### src/rtl/keypad_scanner.sv
// rtl/keypad_scanner.sv - 4x4 keypad column scanner with row sync, ghost rejection and debounce
module keypad_scanner #(
    parameter int SCAN_DIV       = 1000,
    parameter int DEBOUNCE_SCANS = 4
) (
    input  logic       clk,
    input  logic       rst_n,
    input  logic [3:0] in,
    output logic [3:0] out,
    output logic [4:0] y,
    output logic       key_valid,
    output logic       key_held
);

    localparam int              DW         = (SCAN_DIV > 1) ? $clog2(SCAN_DIV) : 1;
    localparam logic [DW-1:0]   DWELL_LAST = DW'(SCAN_DIV - 1);
    localparam logic [3:0]      DB_TARGET  = 4'(DEBOUNCE_SCANS);
    localparam logic [4:0]      NO_KEY     = 5'd16;

    typedef enum logic {
        IDLE    = 1'b0,
        PRESSED = 1'b1
    } state_t;

    // Synchroniser and column drive
    logic [3:0]    r_sync1;
    logic [3:0]    r_sync2;
    logic [DW-1:0] r_dwell;
    logic [1:0]    r_col;
    logic [3:0]    r_out;

    // Scan accumulator: hit count saturates at 2 (meaning "more than one")
    logic [1:0]    r_acc_hits;
    logic [3:0]    r_acc_code;
    logic          r_acc_multi;

    // Debounce
    logic [4:0]    r_cand;
    logic [3:0]    r_cnt;
    logic [4:0]    r_y;
    logic          r_key_valid;
    state_t        r_state;

    logic          w_sample;
    logic          w_scan_done;
    logic          w_row_single;
    logic          w_row_multi;
    logic [1:0]    w_row_idx;
    logic [1:0]    w_new_hits;
    logic [3:0]    w_new_code;
    logic          w_new_multi;
    logic [4:0]    w_scan_result;
    logic [4:0]    w_cand_nxt;
    logic [3:0]    w_cnt_nxt;
    logic          w_commit;
    state_t        w_state_nxt;
    logic [4:0]    w_y_nxt;
    logic          w_valid_nxt;

    assign w_sample    = (r_dwell == DWELL_LAST);
    assign w_scan_done = w_sample && (r_col == 2'd3);

    // Two-flop synchroniser on the asynchronous row lines
    always_ff @(posedge clk or negedge rst_n) begin
        if (!rst_n) begin
            r_sync1 <= 4'b0000;
            r_sync2 <= 4'b0000;
        end else begin
            r_sync1 <= in;
            r_sync2 <= r_sync1;
        end
    end

    // Dwell counter and one-hot column rotation
    always_ff @(posedge clk or negedge rst_n) begin
        if (!rst_n) begin
            r_dwell <= '0;
            r_col   <= 2'd0;
            r_out   <= 4'b0001;
        end else if (w_sample) begin
            r_dwell <= '0;
            r_col   <= r_col + 2'd1;
            r_out   <= {r_out[2:0], r_out[3]};
        end else begin
            r_dwell <= r_dwell + DW'(1);
        end
    end

    // Classify the synchronised rows for the current column
    always_comb begin
        w_row_single = 1'b0;
        w_row_multi  = 1'b0;
        w_row_idx    = 2'd0;
        case (r_sync2)
            4'b0000: ;
            4'b0001: begin w_row_single = 1'b1; w_row_idx = 2'd0; end
            4'b0010: begin w_row_single = 1'b1; w_row_idx = 2'd1; end
            4'b0100: begin w_row_single = 1'b1; w_row_idx = 2'd2; end
            4'b1000: begin w_row_single = 1'b1; w_row_idx = 2'd3; end
            default: w_row_multi = 1'b1;
        endcase
    end

    // Fold this column's contribution into the scan so far and form the scan result
    always_comb begin
        w_new_hits  = r_acc_hits;
        w_new_code  = r_acc_code;
        w_new_multi = r_acc_multi | w_row_multi;
        if (w_row_single) begin
            w_new_code = {r_col, w_row_idx};
            if (r_acc_hits != 2'd2) begin
                w_new_hits = r_acc_hits + 2'd1;
            end
        end
        if ((w_new_hits == 2'd1) && !w_new_multi) begin
            w_scan_result = {1'b0, w_new_code};
        end else begin
            w_scan_result = NO_KEY;
        end
    end

    // Accumulator update at each sample; emptied after column 3 so each scan starts clean
    always_ff @(posedge clk or negedge rst_n) begin
        if (!rst_n) begin
            r_acc_hits  <= 2'd0;
            r_acc_code  <= 4'd0;
            r_acc_multi <= 1'b0;
        end else if (w_scan_done) begin
            r_acc_hits  <= 2'd0;
            r_acc_code  <= 4'd0;
            r_acc_multi <= 1'b0;
        end else if (w_sample) begin
            r_acc_hits  <= w_new_hits;
            r_acc_code  <= w_new_code;
            r_acc_multi <= w_new_multi;
        end
    end

    // Candidate tracking: a differing scan restarts the stable count at 1
    always_comb begin
        w_cand_nxt = r_cand;
        w_cnt_nxt  = r_cnt;
        if (w_scan_result == r_cand) begin
            if (r_cnt != DB_TARGET) begin
                w_cnt_nxt = r_cnt + 4'd1;
            end
        end else begin
            w_cand_nxt = w_scan_result;
            w_cnt_nxt  = 4'd1;
        end
        w_commit = w_scan_done && (w_cnt_nxt == DB_TARGET) && (w_cand_nxt != r_y);
    end

    // Candidate and stable count registers, advanced once per scan
    always_ff @(posedge clk or negedge rst_n) begin
        if (!rst_n) begin
            r_cand <= NO_KEY;
            r_cnt  <= 4'd0;
        end else if (w_scan_done) begin
            r_cand <= w_cand_nxt;
            r_cnt  <= w_cnt_nxt;
        end
    end

    // Debounce FSM next state, committed code and press pulse
    always_comb begin
        w_state_nxt = r_state;
        w_y_nxt     = r_y;
        w_valid_nxt = 1'b0;
        if (w_commit) begin
            w_y_nxt = w_cand_nxt;
            case (r_state)
                IDLE: begin
                    if (w_cand_nxt != NO_KEY) begin
                        w_state_nxt = PRESSED;
                        w_valid_nxt = 1'b1;
                    end
                end
                PRESSED: begin
                    if (w_cand_nxt == NO_KEY) begin
                        w_state_nxt = IDLE;
                    end else begin
                        w_state_nxt = PRESSED;
                        w_valid_nxt = 1'b1;
                    end
                end
                default: w_state_nxt = IDLE;
            endcase
        end
    end

    // Debounce FSM state and registered outputs
    always_ff @(posedge clk or negedge rst_n) begin
        if (!rst_n) begin
            r_state     <= IDLE;
            r_y         <= NO_KEY;
            r_key_valid <= 1'b0;
        end else begin
            r_state     <= w_state_nxt;
            r_y         <= w_y_nxt;
            r_key_valid <= w_valid_nxt;
        end
    end

    assign out       = r_out;
    assign y         = r_y;
    assign key_valid = r_key_valid;
    assign key_held  = (r_state == PRESSED);

endmodule

### config.mk
export PLATFORM = sky130hd
export DESIGN_NAME = keypad_scanner
export DESIGN_NICKNAME = d
export VERILOG_FILES = /design/src/rtl/keypad_scanner.sv
export SDC_FILE = /design/constraint.sdc
export NUM_CORES = 1
export LEC_CHECK = 0
export CELL_PAD_IN_SITES_DETAIL_PLACEMENT = 1
export CELL_PAD_IN_SITES_GLOBAL_PLACEMENT = 1
export CORE_MARGIN = 2
export CORE_UTILIZATION = 35
export CTS_CLUSTER_SIZE = 24
export DETAILED_ROUTE_END_ITERATION = 8
export PLACE_DENSITY = 0.68
export SYNTH_ARGS = -nofsm -noshare
export SYNTH_HDL_FRONTEND = slang
export SYNTH_SLANG_ARGS = --single-unit
### constraint.sdc
create_clock -name clk -period 3.05 [get_ports clk]
set_input_delay 0.61 -clock clk [delete_from_list [all_inputs] [get_ports clk]]
set_output_delay 0.61 -clock clk [all_outputs]
set_load 0.005 [all_outputs]
==> flow_summary_export.csv, run 1 <==
group,metric,value,unit
status,outcome,"completed",
synthesis,syn_inst,224,
synthesis,synth_seq_area_share,49.63,%
clock_network,cts-root-buf,"clkbuf_8",
worst_setup_path,slowest_stage,"or4_4",
power,power_frac_comb,6.6,%
synthesis,yosysWarnings,0,
floorplanning,dieArea,7468,um^2
cells_and_area,fillCellCount,759,
worst_hold_path,min_path_type,"flip-flop to flip-flop",
synthesis,synth_cell_types,60,
sta,rsz0062_at_grt,"yes",
routing,vias,1743,
worst_setup_path,endpoint_kind,"flip-flop",
placed_design,place.gp.congestion,0.7779,
power,power_frac_seq,56.8,%
grt,grt_max_degree,48,
grt,grt.total_usage,15.19,%
sta,drv_slew,0,
worst_setup_path,crit_path_end,"y[2]",
clock_network,clk_latency,0.31,ns
synthesis,synth_edf_count,0,
clock_network,cts_made_buffers,5,
placed_design,dp_slack,0.04258,ns
worst_setup_path,crit_path_max_fanout,7,
sta,period_minus_slack,3.033,ns
placed_design,io_buffers,16,
synthesis,async_reset_ff_share,100.0,%
sta,finalCritPeriodShare,99.44,%
synthesis,synth.avg_cell_area,10.61,um^2
synthesis,synth_flop_cell,"dfrtp_1",
cells_and_area,drive_above_1_share,19.60,%
worst_setup_path,regToRegSetupSlack,0.02,ns
grt,grt_pass1_wl,8.970,mm
grt,antenna_found_initial,0,
power,clockPowerShare,36.6,%
cells_and_area,multi_input_area,1180,um^2
floorplanning,ios,17,
synthesis,yosysTopAreaCellShare,46.32,%
synthesis,syn_area,2377,um^2
clock_network,cts_tree,"built",
sta,finClkSkew,0.01253,ns
worst_setup_path,crit_cells,8,
sta,finalHoldViolations,0,
floorplanning,die_w,86.42,um
placed_design,hpwl,3.562,mm
routing,drt.antenna.violating_nets,0,
worst_setup_path,cp-start-kind,"flip-flop",
synthesis,synth_fp_nets,235,
worst_setup_path,path_buf_inv,0,
worst_setup_path,r2r_cells,8,
floorplanning,rows,30,
floorplanning,coreArea,6681,um^2
run,maxCapViolCount,0,
power,p_sw_share,26.07,%
sta,setup_viol,0,
cells_and_area,seq_area,1184,um^2
cells_and_area,final_cell_area,2828,um^2
cells_and_area,num_antenna_cells,0,
sta,tns,0,ns
grt,grt_pass1_vias,1867,
placed_design,postPlaceCellArea,2630,um^2
sta,whs,0.3618,ns
synthesis,yosysMostFrequentCell,"dfrtp_1",
synthesis,ys_ff_latch,47,
power,p_leak,1.218,nW
worst_setup_path,crit_start,"r_sync2[3]",
clock_network,clkSinkCount,47,
synthesis,yosys.area.top_type,"dfrtp_1",
cells_and_area,area_growth,18.95,%
clock_network,htree_levels,2,
worst_setup_path,timing.rr.end,"y[2]",
routing,drt_first_iter_violations,46,
routing,drc,0,
power,irDropWorstVdd,0.0001606,V
worst_setup_path,r2r-start,"r_sync2[3]",
synthesis,synth_common_cells,"dfrtp_1 (44), nand2_1 (27), nor2_1 (15)",
floorplanning,dieHeight,86.42,um
worst_setup_path,crit_arrival,3.22,ns
worst_setup_path,path_cells,"o31a_1 > nor4_4 > o211ai_4 > or4_4 > a21oi_2 > o2111ai_2 > nand4_2 > mux2_1",
routing,wirelength,5.142,mm
clock_network,clockBufferDepth,2,
sta,worst_slack,0.01723,ns
clock_network,clkTransAtPathRegs,0.11,ns
routing,viasPerCell,5.282,
synthesis,synthTopCellsByArea,"dfrtp_1 (46%), nand2_1 (4.3%), dfstp_2 (3.3%), xnor2_1 (2.9%), ha_1 (2.6%)",
floorplanning,start_util,35.58,%
worst_hold_path,holdPathStages,0,
worst_setup_path,max_stage_delay,0.54,ns
power,power.density,396.5,nW/um^2
cells_and_area,nNetsFinal,260,
worst_setup_path,crit_family,"simple AND/OR/NAND/NOR gates",
power,p_switching,0.2923,mW
sta,slew_headroom,29.24,%
power,intPower,0.8288,mW
grt,grt.overflow.total,0,
worst_setup_path,critPathKind,"flip-flop to flip-flop",
routing,wl_per_cell,15.58,um
sta,max_freq,329.7,MHz
routing,firstDrtPassIters,4,
worst_setup_path,critPathRequiredTime,3.24,ns
sta,worst_slew_pin_slew,1.061,ns
-- metal layers --
metal  routed length (um)  global-route usage [%]  vias up
met1                 2465                   19.81      873
met3                  114                   3.143        4
li1                     -                       -      842
met5                    0                       0        -
met4                   64                   4.688        0
met2                 2498                   25.38       24
-- power by group through the flow --
| stage | sequential (mW) | combinational [mW] | clock [mW] |
|---|---|---|---|
| after global placement | 0.648 | 0.0572 | 0 |
| after floorplan | 0.642 | 0.0382 | 0 |
| after global routing | 0.638 | 0.0822 | 0.450 |
| after detailed placement | 0.648 | 0.0581 | 0 |
| after CTS | 0.636 | 0.0586 | 0.426 |
| final | 0.636 | 0.0739 | 0.411 |
-- cells in the final DEF, fill, tap and decap left out, drive strengths merged, types with 2 or more instances in the layout --
| cell type | instances |
|---|---|
| nand3b | 2 |
| or4 | 2 |
| o211ai | 2 |
| and3 | 4 |
| nor2 | 15 |
| ha | 5 |
| xnor2 | 8 |
| o22ai | 2 |
| o21ai | 12 |
| a21oi | 6 |
| inv | 14 |
| clkbuf | 5 |
| clkdlybuf4s50 | 15 |
| and2 | 2 |
| nor3 | 6 |
| mux2 | 7 |
| nand2b | 5 |
| o21a | 2 |
| xor2 | 5 |
| o32ai | 2 |
| nor4 | 2 |
| mux2i | 4 |
| buf | 10 |
| dfrtp | 44 |
| a211oi | 2 |
| nand3 | 6 |
| dfstp | 3 |
| nand2 | 27 |
| nand4b | 2 |
| o31ai | 3 |
| o31a | 3 |
| or3 | 5 |
-- final cells by class --
| type | count | area share, % |
|---|---|---|
| Sequential cell | 47 | 41.86 |
| Multi-Input combinational cell | 158 | 41.73 |
| Timing Repair Buffer | 25 | 7.876 |
| Tap cell | 80 | 3.540 |
| Clock buffer | 5 | 2.434 |
| Inverter | 12 | 1.593 |
| Clock inverter | 3 | 0.9735 |
-- sequential cells by signal, summed over array words and instances (netlist names) --
register / cells
key_held: 1
key_valid: 1
out: 4
r_acc_code: 4
r_acc_hits: 2
r_acc_multi: 1
r_cand: 5
r_cnt: 4
r_col: 2
r_dwell: 10
r_sync1: 4
r_sync2: 4
y: 5
-- worst min path at each step --
stage,startpoint,endpoint,slack [ns]
2_1_floorplan,rst_n,key_held,0.31
3_3_place_gp,r_sync1[3],r_sync2[3],0.33
3_5_place_dp,r_sync1[3],r_sync2[3],0.34
4_1_cts,r_sync1[3],r_sync2[3],0.37
5_1_grt,r_sync1[3],r_sync2[3],0.37
6_report,r_sync1[2],r_sync2[2],0.36
-- worst reg2reg max path: cells and delay by family (launching register included) --
kind	cells	cell delay, ns
compound gates	4	0.94
simple gates	3	1.16
flops	1	0.49
mux	1	0.33
-- stage by stage --
step / cells / total power [mW] / utilization [%]
after floorplan: 224 / 0.6805 / -
after global placement: 317 / 0.7048 / 39.36
after detailed placement: 317 / 0.7064 / 39.36
after CTS: 325 / 1.121 / 40.81
after global routing: 330 / 1.170 / 42.32
final: 330 / 1.121 / 42.32
-- logic make-up (layout without fill, tap and decap cells) --
kind of cell,count (synthesis),after routing,synth area share (%)
multiplexers,11,11,5.158
buffers and inverters,19,45,3.263
XOR/XNOR,13,13,5.105
flip-flops,47,47,49.63
AND/OR/NAND/NOR,83,83,20.00
AO/OA/AOI/OAI,45,45,13.74
adder cells (fa/ha/maj),6,6,3.105
-- repair_timing --
action	CTS	global route
hold buffers	0	0
resized for setup	0	14
endpoints found under the setup margin	0	6
buffers inserted	0	5
(Power assumes the default switching activity.)
==> inputs of run 2 (changes only) <==
--- a/config.mk
+++ b/config.mk
@@ -11,7 +11,7 @@
 export CORE_UTILIZATION = 35
 export CTS_CLUSTER_SIZE = 24
 export DETAILED_ROUTE_END_ITERATION = 8
-export PLACE_DENSITY = 0.68
+export PLACE_DENSITY = 0.7
 export SYNTH_ARGS = -nofsm -noshare
 export SYNTH_HDL_FRONTEND = slang
 export SYNTH_SLANG_ARGS = --single-unit
==> run 2 against run 1 <==
  * Register-to-register slack improved by 0.08 ns
  * Worst setup slack gained 0.076 ns
  * Combinational power rose by 3.2%
  * Clock skew down 0.0037 ns
  * Cell count grew 0.30%
  * Die area unchanged
  * Maximum frequency increased by 2.6%
  * Critical path type unchanged
  * Highest routed layer unchanged
==> flow_summary_export.csv, run 2 (synthesized netlist as in run 1, its figures left out) <==
group,metric,value,unit
routing,wl_per_cell,15.92,um
sta,worst_slack,0.09319,ns
sta,finalCritPeriodShare,96.94,%
clock_network,clkSinkCount,47,
sta,setup_viol,0,
placed_design,dp_slack,0.1082,ns
cells_and_area,nNetsFinal,261,
worst_setup_path,slowest_stage,"or4_4",
sta,finalHoldViolations,0,
placed_design,io_buffers,16,
sta,worst_slew_pin_slew,0.7347,ns
clock_network,cts_made_buffers,5,
worst_setup_path,timing.rr.end,"key_held",
grt,antenna_found_initial,0,
sta,period_minus_slack,2.957,ns
routing,firstDrtPassIters,4,
clock_network,cts-root-buf,"clkbuf_8",
grt,grt_pass1_vias,1808,
clock_network,htree_levels,2,
worst_setup_path,r2r_cells,8,
cells_and_area,final_cell_mix,"dfrtp_1 (41), nand2_1 (27), nor2_1 (15), clkdlybuf4s50_1 (15)",
placed_design,hpwl,3.787,mm
worst_setup_path,crit_arrival,3.15,ns
cells_and_area,area_growth,19.26,%
worst_setup_path,crit_path_max_fanout,7,
worst_setup_path,regToRegSetupSlack,0.09,ns
status,outcome,"completed",
sta,tns,0,ns
cells_and_area,regMostFlops,"r_dwell",
cells_and_area,fillCellCount,739,
worst_setup_path,critPathRequiredTime,3.24,ns
grt,grt.overflow.total,0,
sta,whs,0.2300,ns
floorplanning,rows,30,
cells_and_area,drive_above_1_share,20.32,%
worst_setup_path,path_cells,"o31a_1 > nor4_4 > o211ai_4 > or4_4 > a21oi_2 > o2111ai_2 > nand4_2 > mux2_1",
clock_network,cts_tree,"built",
run,maxCapViolCount,0,
power,p_leak,1.220,nW
worst_setup_path,r2r-start,"r_sync2[1]",
grt,grt.total_usage,14.73,%
worst_setup_path,critPathKind,"flip-flop to flip-flop",
floorplanning,coreArea,6681,um^2
cells_and_area,largest_register_ffs,10,
worst_setup_path,endpoint_kind,"flip-flop",
clock_network,clockBufferDepth,2,
cells_and_area,num_antenna_cells,0,
floorplanning,dieArea,7468,um^2
floorplanning,dieHeight,86.42,um
power,power.density,389.6,nW/um^2
cells_and_area,final_common_cell,"dfrtp_1",
sta,drv_slew,0,
power,irDropWorstVdd,0.0001714,V
clock_network,holdBufCountCts,0,
routing,drc,0,
placed_design,place.gp.congestion,0.7917,
routing,drt_first_iter_violations,59,
routing,wirelength,5.270,mm
floorplanning,die_w,86.42,um
worst_hold_path,min_path_type,"input port to asynchronous set/reset pin",
clock_network,clkTransAtPathRegs,0.10,ns
clock_network,clk_latency,0.31,ns
worst_setup_path,max_stage_delay,0.54,ns
sta,rsz0062_at_grt,"yes",
sta,slew_headroom,50.87,%
sta,finClkSkew,0.008818,ns
routing,viasPerCell,5.314,
routing,drt.antenna.violating_nets,0,
floorplanning,start_util,35.58,%
floorplanning,ios,17,
worst_setup_path,cp-start-kind,"flip-flop",
sta,max_freq,338.2,MHz
routing,vias,1759,
grt,grt_pass1_wl,8.666,mm
grt,grt_max_degree,30,
cells_and_area,fin_util,42.43,%
run 2: cell count changes in the layout (fill, tap and decap cells not counted), sizes merged:
| cell | before | now |
|---|---|---|
| clkinvlp | 1 | 2 |
| buf | 10 | 11 |
| inv | 14 | 13 |
run 2: routing by layer:
layer	GRT usage (%)	vias up	part of all wire, %
met5	0	-	0
met4	2.983	0	0.78
met3	3.238	3	1.5
met2	25.17	18	50
met1	19.30	895	48
li1	-	843	-
run 2: worst max-delay path: cells and delay by family (launching register included):
family / cells / cell delay, ns
muxes: 1 / 0.34
and+or+nand+nor: 3 / 1.13
DFF: 1 / 0.47
AOI/OAI and AO/OA: 4 / 0.91
run 2: metrics by stage:
stage	power [mW]	cell area, um^2	cells
final	1.104	2835	331
after global routing	1.159	2835	331
after CTS	1.111	2730	326
after detailed placement	0.7085	2638	318
after global placement	0.7063	2638	318
after floorplan	0.6805	2377	224
run 2: how the worst max path moves through the flow:
| stage | cells past startpoint | from | endpoint | slack, ns |
|---|---|---|---|---|
| finish | 8 | r_sync2[1] | key_held | 0.09 |
| global route | 8 | r_sync2[3] | key_held | -0.05 |
| CTS | 8 | r_sync2[1] | key_held | 0.08 |
| detailed placement | 8 | r_sync2[1] | key_held | 0.11 |
| global placement | 8 | r_sync2[1] | y[2] | 0.17 |
| floorplan | 9 | r_sync2[1] | key_held | 0.20 |
run 2: timing repair:
action,4_1_cts,5_1_grt
resized for setup,0,15
setup endpoints to repair,0,4
setup buffers,0,5
run 2: area by class of cell:
type / instances / area [um^2] / area share (%)
sequential: 47 / 1184 / 41.75
multi-input combinational: 158 / 1184 / 41.75
timing repair buffer: 26 / 230.2 / 8.120
tap: 80 / 100.1 / 3.530
clock buffer: 5 / 68.82 / 2.427
inverter: 12 / 45.04 / 1.589
clock inverter: 3 / 23.77 / 0.8385
run 2: power breakdown:
group          switching [mW]  leakage, nW  internal, mW  total [mW]
Clock                   0.228       0.0408         0.164       0.392
Combinational          0.0455        0.569        0.0308      0.0763
Sequential            0.00750        0.610         0.629       0.636
==> inputs of run 3 (changes only) <==
--- a/config.mk
+++ b/config.mk
@@ -12,6 +12,7 @@
 export CTS_CLUSTER_SIZE = 24
 export DETAILED_ROUTE_END_ITERATION = 8
 export PLACE_DENSITY = 0.7
+export REMOVE_ABC_BUFFERS = 1
 export SYNTH_ARGS = -nofsm -noshare
 export SYNTH_HDL_FRONTEND = slang
 export SYNTH_SLANG_ARGS = --single-unit
==> run 3 against run 2 <==
  * Count of clock-buffer cells in the layout unchanged
  * Critical endpoint is now y[3]
  * Global-route usage down 0.48 points
  * Total power down 1.3%
  * Cell area down 2.2%
  * Combinational power down 15%
  * Flip-flop and latch count unchanged
  * Non-clock buffer count down 3
  * Hold slack better by 0.13 ns
  * Register-to-register slack better by 0.05 ns
==> flow_summary_export.csv, run 3 (synthesized netlist as in run 1, its figures left out) <==
group,metric,value,unit
cells_and_area,nNetsFinal,258,
sta,worst_slew_pin_slew,1.054,ns
placed_design,place_inst,317,
placed_design,hpwl,3.410,mm
clock_network,htree_levels,2,
routing,wirelength,4.818,mm
routing,vias,1724,
sta,slew_headroom,29.71,%
sta,finalCritPeriodShare,95.30,%
grt,grt_pass1_wl,8.556,mm
clock_network,cts-root-buf,"clkbuf_8",
clock_network,cts_made_buffers,5,
grt,grt_pass1_vias,1784,
cells_and_area,final_cell_area,2774,um^2
worst_setup_path,path_cells,"o31a_1 > or4_4 > o211ai_2 > buf_4 > nor3_2 > a221o_2 > nand4b_2 > nand2b_4 > mux2_4",
clock_network,cts_tree,"built",
grt,grt.total_usage,14.25,%
worst_setup_path,critPathRequiredTime,3.25,ns
placed_design,postPlaceCellArea,2630,um^2
floorplanning,dieArea,7468,um^2
worst_setup_path,crit_path_max_fanout,8,
routing,dr_wl_met2,2.325,mm
cells_and_area,num_antenna_cells,0,
placed_design,dp_slack,0.07261,ns
routing,drc,0,
sta,finClkSkew,0.008934,ns
sta,max_freq,344.0,MHz
sta,period_minus_slack,2.907,ns
routing,wl_met1,2.327,mm
power,irDropWorstVdd,0.0002285,V
worst_setup_path,crit_arrival,3.10,ns
sta,worst_slack,0.1434,ns
sta,setup_viol,0,
status,outcome,"completed",
routing,drt_first_iter_violations,49,
routing,route.met3.wl,125,um
routing,highest_layer,"met4",
worst_hold_path,min_path_type,"flip-flop to flip-flop",
power,power.density,393.1,nW/um^2
cells_and_area,final_cell_mix,"dfrtp_1 (41), nand2_1 (27), nor2_1 (15), clkdlybuf4s50_1 (15)",
clock_network,clockBufferDepth,2,
placed_design,io_buffers,16,
clock_network,clkSinkCount,47,
worst_setup_path,cp-start-kind,"flip-flop",
worst_setup_path,slowest_stage,"or4_4",
grt,grt.overflow.total,0,
floorplanning,dieHeight,86.42,um
worst_setup_path,critPathKind,"flip-flop to flip-flop",
cells_and_area,fillCellCount,774,
cells_and_area,instances_no_fill,328,
routing,drt.antenna.violating_nets,0,
worst_setup_path,endpoint_kind,"flip-flop",
clock_network,clkTransAtPathRegs,0.10,ns
sta,drv_slew,0,
cells_and_area,regMostFlops,"r_dwell",
run,maxCapViolCount,0,
placed_design,place.gp.congestion,0.7868,
floorplanning,rows,30,
cells_and_area,drive_above_1_share,17.74,%
floorplanning,ios,17,
cells_and_area,area_growth,16.68,%
routing,viasPerCell,5.256,
clock_network,holdBufCountCts,0,
sta,finalHoldViolations,0,
floorplanning,start_util,35.58,%
sta,whs,0.3569,ns
routing,firstDrtPassIters,3,
floorplanning,coreArea,6681,um^2
power,p_leak,1.192,nW
grt,antenna_found_initial,0,
routing,wl_per_cell,14.69,um
grt,grt_max_degree,48,
cells_and_area,final_common_cell,"dfrtp_1",
worst_setup_path,max_stage_delay,0.53,ns
clock_network,clk_latency,0.30,ns
cells_and_area,fin_util,41.52,%
floorplanning,die_w,86.42,um
cells_and_area,largest_register_ffs,10,
==> run 3: cell types whose count changed in the layout (fill, tap and decap cells not counted), sizes merged <==
| cell | change |
|---|---|
| buf | -3 |
==> run 3: timing repair <==
action                                  4_1_cts  5_1_grt
setup buffers                                 0        3
endpoints found under the setup margin        0        5
gates resized for setup                       0        8
==> run 3: final cells by class <==
class                           count  area, um^2  share of cell area (%)
Inverter                           12       45.04                   1.624
Tap cell                           80       100.1                   3.608
Clock inverter                      3       23.77                  0.8570
Timing Repair Buffer               23       207.7                   7.488
Clock buffer                        5       68.82                   2.481
Multi-Input combinational cell    158        1145                   41.27
Sequential cell                    47        1184                   42.67
==> run 3: path summary, 6_finish.rpt <==
path                                 start    endpoint  slack [ns]  depth (start not counted)
worst max-delay path            r_sync2[1]        y[3]        0.14                          9
worst min-delay path            r_sync1[2]  r_sync2[2]        0.36                          0
worst max register to register  r_sync2[1]        y[3]        0.14                          9
worst min register to register  r_sync1[2]  r_sync2[2]        0.36                          0
max in group asynchronous            rst_n  r_sync2[3]        1.85                          1
min in group asynchronous            rst_n    r_cnt[0]        0.50                          1
==> run 3: through the flow <==
step | setup TNS (ns) | power, mW
detailed placement | 0 | 0.7058
floorplan | -0.08505 | 0.6778
CTS | 0 | 1.105
global route | -0.01311 | 1.149
finish | 0 | 1.090
global placement | 0 | 0.7038
==> run 3: critical path, delay by kind of cell, from the launching register on <==
kind	cells	cell delay, ns
AOI/OAI and AO/OA	3	1.00
and+or+nand+nor	4	0.84
DFF	1	0.47
muxes	1	0.30
buffers and inverters	1	0.18
==> run 3: report_power, final <==
part	switching (mW)	total, mW	internal [mW]	leakage [nW]
logic	0.0390	0.0651	0.0261	0.541
clock network	0.225	0.389	0.164	0.0408
registers	0.00764	0.636	0.629	0.610
==> run 3: routing by layer <==
metal | up-vias | GRT usage (%)
met4 | 0 | 2.983
met2 | 21 | 22.52
met3 | 4 | 3.524
met1 | 864 | 20.00
li1 | 835 | -
met5 | - | 0
